File: src/rtl/cache_axi_master.sv
// Memory-side AXI4-Lite master for the cache: one single-beat transaction at a
// time, write-back ahead of refill so a dirty eviction lands before the new fetch.
module cache_axi_master #(
    parameter int ADDR_WIDTH = 32,
    parameter int DATA_WIDTH = 32
) (
    input  logic                      clk,
    input  logic                      rst,
    // cache-side request/response
    input  logic                      mem_rd_req,
    input  logic [ADDR_WIDTH-1:0]     mem_araddr,
    input  logic                      mem_wr_req,
    input  logic [ADDR_WIDTH-1:0]     mem_awaddr,
    input  logic [DATA_WIDTH-1:0]     mem_wdata,
    output logic [DATA_WIDTH-1:0]     mem_rdata,
    output logic                      mem_rd_ack,
    output logic                      mem_wr_ack,
    output logic                      mem_err,
    // AXI4-Lite read address / data
    output logic [ADDR_WIDTH-1:0]     m_araddr,
    output logic                      m_arvalid,
    input  logic                      m_arready,
    input  logic [DATA_WIDTH-1:0]     m_rdata,
    input  logic [1:0]                m_rresp,
    input  logic                      m_rvalid,
    output logic                      m_rready,
    // AXI4-Lite write address / data / response
    output logic [ADDR_WIDTH-1:0]     m_awaddr,
    output logic                      m_awvalid,
    input  logic                      m_awready,
    output logic [DATA_WIDTH-1:0]     m_wdata,
    output logic [DATA_WIDTH/8-1:0]   m_wstrb,
    output logic                      m_wvalid,
    input  logic                      m_wready,
    input  logic [1:0]                m_bresp,
    input  logic                      m_bvalid,
    output logic                      m_bready
);

    typedef enum logic [2:0] {
        IDLE    = 3'd0,
        WR_REQ  = 3'd1,
        WR_RESP = 3'd2,
        RD_ADDR = 3'd3,
        RD_DATA = 3'd4
    } state_t;

    state_t state, state_nxt;

    logic ar_hs, r_hs, aw_hs, w_hs, b_hs;
    logic ack_cycle;
    logic wr_issued;

    logic [ADDR_WIDTH-1:0] araddr_nxt, awaddr_nxt;
    logic [DATA_WIDTH-1:0] wdata_nxt, rdata_nxt;
    logic                  arvalid_nxt, rready_nxt, awvalid_nxt, wvalid_nxt, bready_nxt;
    logic                  rd_ack_nxt, wr_ack_nxt, err_nxt;

    assign ar_hs = m_arvalid & m_arready;
    assign r_hs  = m_rvalid  & m_rready;
    assign aw_hs = m_awvalid & m_awready;
    assign w_hs  = m_wvalid  & m_wready;
    assign b_hs  = m_bvalid  & m_bready;

    // A request that was just acked is still high this cycle; ignore it so it is not served twice.
    assign ack_cycle = mem_rd_ack | mem_wr_ack;

    // AW and W complete independently; each is done if it handshakes now or already has.
    assign wr_issued = (aw_hs | ~m_awvalid) & (w_hs | ~m_wvalid);

    // Only full-word write-backs are ever issued.
    assign m_wstrb = '1;

    always_ff @(posedge clk or negedge rst) begin
        if (!rst) begin
            state <= IDLE;
        end else begin
            state <= state_nxt;
        end
    end

    always_comb begin
        state_nxt = state;
        case (state)
            IDLE: begin
                if (!ack_cycle) begin
                    if (mem_wr_req) begin
                        state_nxt = WR_REQ;
                    end else if (mem_rd_req) begin
                        state_nxt = RD_ADDR;
                    end
                end
            end
            WR_REQ:  if (wr_issued) state_nxt = WR_RESP;
            WR_RESP: if (b_hs)      state_nxt = IDLE;
            RD_ADDR: if (ar_hs)     state_nxt = RD_DATA;
            RD_DATA: if (r_hs)      state_nxt = IDLE;
            default: state_nxt = IDLE;
        endcase
    end

    always_comb begin
        araddr_nxt  = m_araddr;
        arvalid_nxt = m_arvalid;
        rready_nxt  = m_rready;
        awaddr_nxt  = m_awaddr;
        awvalid_nxt = m_awvalid;
        wdata_nxt   = m_wdata;
        wvalid_nxt  = m_wvalid;
        bready_nxt  = m_bready;
        rdata_nxt   = mem_rdata;
        rd_ack_nxt  = 1'b0;
        wr_ack_nxt  = 1'b0;
        err_nxt     = 1'b0;
        case (state)
            IDLE: begin
                if (!ack_cycle) begin
                    if (mem_wr_req) begin
                        awaddr_nxt  = mem_awaddr;
                        wdata_nxt   = mem_wdata;
                        awvalid_nxt = 1'b1;
                        wvalid_nxt  = 1'b1;
                    end else if (mem_rd_req) begin
                        araddr_nxt  = mem_araddr;
                        arvalid_nxt = 1'b1;
                    end
                end
            end
            WR_REQ: begin
                if (aw_hs)     awvalid_nxt = 1'b0;
                if (w_hs)      wvalid_nxt  = 1'b0;
                if (wr_issued) bready_nxt  = 1'b1;
            end
            WR_RESP: begin
                if (b_hs) begin
                    bready_nxt = 1'b0;
                    wr_ack_nxt = 1'b1;
                    err_nxt    = (m_bresp != 2'b00);
                end
            end
            RD_ADDR: begin
                if (ar_hs) begin
                    arvalid_nxt = 1'b0;
                    rready_nxt  = 1'b1;
                end
            end
            RD_DATA: begin
                // Data is returned even on an error response; the controller decides what to do with it.
                if (r_hs) begin
                    rdata_nxt  = m_rdata;
                    rready_nxt = 1'b0;
                    rd_ack_nxt = 1'b1;
                    err_nxt    = (m_rresp != 2'b00);
                end
            end
            default: ;
        endcase
    end

    always_ff @(posedge clk or negedge rst) begin
        if (!rst) begin
            m_araddr   <= '0;
            m_arvalid  <= 1'b0;
            m_rready   <= 1'b0;
            m_awaddr   <= '0;
            m_awvalid  <= 1'b0;
            m_wdata    <= '0;
            m_wvalid   <= 1'b0;
            m_bready   <= 1'b0;
            mem_rdata  <= '0;
            mem_rd_ack <= 1'b0;
            mem_wr_ack <= 1'b0;
            mem_err    <= 1'b0;
        end else begin
            m_araddr   <= araddr_nxt;
            m_arvalid  <= arvalid_nxt;
            m_rready   <= rready_nxt;
            m_awaddr   <= awaddr_nxt;
            m_awvalid  <= awvalid_nxt;
            m_wdata    <= wdata_nxt;
            m_wvalid   <= wvalid_nxt;
            m_bready   <= bready_nxt;
            mem_rdata  <= rdata_nxt;
            mem_rd_ack <= rd_ack_nxt;
            mem_wr_ack <= wr_ack_nxt;
            mem_err    <= err_nxt;
        end
    end

endmodule

File: config.mk
export PLATFORM = sky130hd
export DESIGN_NAME = cache_axi_master
export DESIGN_NICKNAME = d
export VERILOG_FILES = /design/src/rtl/cache_axi_master.sv
export SDC_FILE = /design/constraint.sdc
export NUM_CORES = 1
export LEC_CHECK = 0
export ABC_AREA = 1
export BUFFER_PORTS_ARGS = -buffer_cell sky130_fd_sc_hd__buf_2
export CAP_MARGIN = 40
export CORE_UTILIZATION = 50
export CTS_CLUSTER_DIAMETER = 200
export CTS_CLUSTER_SIZE = 25
export DETAILED_ROUTE_END_ITERATION = 7
export GPL_TIMING_DRIVEN = 0
export PLACE_DENSITY = 0.86
export SLEW_MARGIN = 20
export SYNTH_ARGS = -nofsm -noshare
export SYNTH_HDL_FRONTEND = slang
export SYNTH_SLANG_ARGS = --single-unit
export TNS_END_PERCENT = 10
File: constraint.sdc
create_clock -name clk -period 3.53 [get_ports clk]
set_input_delay 0.353 -clock clk [delete_from_list [all_inputs] [get_ports clk]]
set_output_delay 0.353 -clock clk [all_outputs]
set_load 0.1 [all_outputs]
==> summary.log <==
[status] status finished clean
[floorplan] initial cell density of the core 52.3%
[yosys] Synth Area in Compound Gates 8.59%
[route] routed via count 5070
[worst_setup_path] worst-path maximum fanout 4
[clocking] Root Buffer sky130_fd_sc_hd__clkbuf_16
[route] Pre-Repair DR Iteration Count 4
[yosys] post-synthesis instance area 5770 sq um
[worst_setup_path] end of the worst register-to-register path m_araddr[18]
[worst_setup_path] cell-by-cell trace of the critical path buf_2
[yosys] area share of the leading cell type in the synthesized netlist 60.3%
[grt] maximum number of pins on one net before global-route repair 75
[worst_setup_path] end point of the critical path m_rready
[clocking] cells resized by post-CTS repair 0
[floorplan] IO Pins 281
[yosys] Post-Synth XOR/XNOR Area 0%
[clocking] htree depth 4
[worst_setup_path] crit path max-delay cell type sky130_fd_sc_hd__buf_2
[yosys] adder and majority cell fraction of the synthesized area 0%
[clocking] number of sinks handled by clock tree synthesis 139
[clocking] hold buffer count at cts 1
[route] count of antenna-violating nets left after detailed routing 0
[placed_design] DPL Wire Length 10700 um
[job] total of max-cap violations 0
[route] WL final 14500 um
[floorplan] Site Rows 38
[yosys] biggest area contributors in the synthesized netlist sky130_fd_sc_hd__dfrtp_1 60%, sky130_fd_sc_hd__nand2_1 19%, sky130_fd_sc_hd__o21ai_2 5.5%, sky130_fd_sc_hd__inv_1 4.7%, sky130_fd_sc_hd__buf_6 2.5%
[worst_setup_path] critical path launch point m_rready
[yosys] cell count after synthesis 630
[grt] first-pass GRT wire length 22200 um
[timing] final setup TNS 0 ps
[finish] fin nets 1071
[yosys] Warnings, synthesis 0
[timing] pin slew with the least headroom to its limit 523 ps
[finish] number of fillers in the final layout 818
[grt] via count of the first global-routing pass 4789
[finish] most common library cell in the layout ignoring fill and taps sky130_fd_sc_hd__nand2_1
[worst_hold_path] path category of the worst min-delay check in -> reg
[clocking] clock latency on the worst-skew pair 410 ps
[worst_setup_path] arrival time at the worst endpoint 1260 ps
[clocking] cts bufs inserted 17
[finish] ratio of cells with drive above 1 in the final layout 39.7%
[yosys] post-synth top area cell sky130_fd_sc_hd__dfrtp_1
[yosys] portion of the post-synthesis area used by sequential elements 60.3%
[finish] signed area change from the synthesized netlist to the final layout 37.4%
[clocking] Clock Pin Slew Worst Setup and Hold Paths 60 ps
[worst_setup_path] crit path capture type output port
[clocking] Longest Clk Path Bufs 2
[yosys] multiplexer fraction of the synthesized cell area 0%
[worst_setup_path] RR Startpoint state[0]
[timing] normalized max-slew margin 65.4%
[route] average via count per standard cell 4.68
[worst_setup_path] category of the worst setup path launch point register
[floorplan] die height 109 um
[clocking] clock tree from TritonCTS built
[timing] fin crit period 1620 ps
[finish] antenna diode instance count 0
[timing] number of pins with negative max-slew slack in the final report 0
[timing] Final Setup Violations 0
[yosys] combinational family with the most area after synthesis simple AND/OR/NAND/NOR gates
[placed_design] final weighted congestion of routability-driven global placement 0.818
[yosys] number of unique standard cell types used by synthesis 24
[timing] achievable clock frequency 619 MHz
[worst_setup_path] Worst path depth 1
[timing] setup repair after global routing missed its margin no
[placed_design] Port Buffers 276
[worst_setup_path] family with the most delay on the worst path buffers and inverters
[worst_setup_path] critical path data required time 3180 ps
[route] remaining design rule violation count 0
[timing] final worst-path cycle share 45.8%
[yosys] fraction of the mapped netlist area in simple logic gates 21.7%
[timing] Fin. Hold Viols 0
[finish] area taken by flip-flops and latches 3480 sq um
[grt] antenna violations before repair 0
[clocking] number of buffers inserted by post-CTS setup repair 0
[timing] WHS 131 ps
[worst_setup_path] cell depth of the worst flop-to-flop path 9
[finish] multi-input gate area in the final layout 1760 sq um
[worst_setup_path] worst-case register-to-register setup slack 1960 ps
[grt] remaining global-route overflow 0
[floorplan] Die Width 109 um
[floorplan] die footprint 12000 sq um
[finish] highest-count cells in the layout ignoring fill and taps 291 x sky130_fd_sc_hd__nand2_1, 280 x sky130_fd_sc_hd__buf_2, 139 x sky130_fd_sc_hd__dfrtp_1
[yosys] Post-Synthesis Mean Instance Area 9.16 sq um
[worst_setup_path] CP peak stage delay 460 ps
[worst_setup_path] number of buffer and inverter stages on the critical path 1
[floorplan] Core Region 11000 sq um
[route] DRC violation total after the first TritonRoute iteration 285
[grt] GRT Util Overall 24.9%
[route] wire per inst 13.4 um
[timing] final worst clock skew 9.10 ps
[yosys] flop and latch count out of synthesis 139
[worst_setup_path] Setup Crit Path Kind reg -> out
worst min path at each step:
stage,from,end,slack [ps],depth (start not counted)
finish,m_rdata[1],mem_rdata[1],130,3
global placement,m_araddr[2],m_araddr[2],450,2
floorplan,rst,m_araddr[0],60,0
CTS,m_rdata[4],mem_rdata[4],110,3
detailed placement,rst,m_araddr[13],330,1
global route,m_rdata[7],mem_rdata[7],120,3
tightest hold or removal path: stages:
cell                      delay, ps
sky130_fd_sc_hd__buf_2           70
sky130_fd_sc_hd__nand2_1         40
sky130_fd_sc_hd__nand2_1         40
state kept, by name (all words and copies together), names as in the netlist:
| register | count |
|---|---|
| m_araddr | 32 |
| m_awaddr | 32 |
| m_wdata | 32 |
| mem_rdata | 32 |
| state | 3 |
| m_arvalid | 1 |
| m_awvalid | 1 |
| m_bready | 1 |
| m_rready | 1 |
| m_wvalid | 1 |
| mem_err | 1 |
| mem_rd_ack | 1 |
| mem_wr_ack | 1 |
kinds of logic (layout without fill, tap and decap cells):
kind of cell	count (synthesis)	after routing
flops	139	139
other cells	1	4
compound gates	72	72
simple gates	313	313
buf+inv	105	415
synthesized netlist by cell type (all sizes together):
cell,number
nand3,9
nand2,293
conb,1
dfrtp,139
clkinv,1
nand4,2
nor2,8
o21ai,72
nand3b,1
inv,74
clkbuf,4
buf,26
layout make-up:
| type | count | area share, % |
|---|---|---|
| flip-flops and latches | 139 | 43.9 |
| clock inverters | 8 | 0.868 |
| inverters | 75 | 3.58 |
| plain buffers | 30 | 3.21 |
| multi-input cells | 389 | 22.2 |
| repair buffers | 278 | 18.0 |
| clock buffers | 24 | 5.95 |
| well taps | 140 | 2.21 |
metrics by stage:
stage | worst slack, ps | cell area (sq um) | util [%] | cells
floorplan | 1640 | 5780 | - | 633
global placement | 263 | 7340 | 66.5 | 1049
detailed placement | 1960 | 7370 | 66.8 | 1050
CTS | 1890 | 7920 | 71.8 | 1083
global route | 1830 | 7920 | 71.8 | 1083
finish | 1910 | 7920 | 71.8 | 1083
layer usage:
layer  wire length [um]  global-route usage (%)
met5                  0                       0
met4                230                    10.1
met3               1110                    7.82
met2               7510                    43.7
met1               5640                    28.0
Power is not shown: default switching activity piles up to over one toggle a cycle in this logic, so the estimate is an artifact.
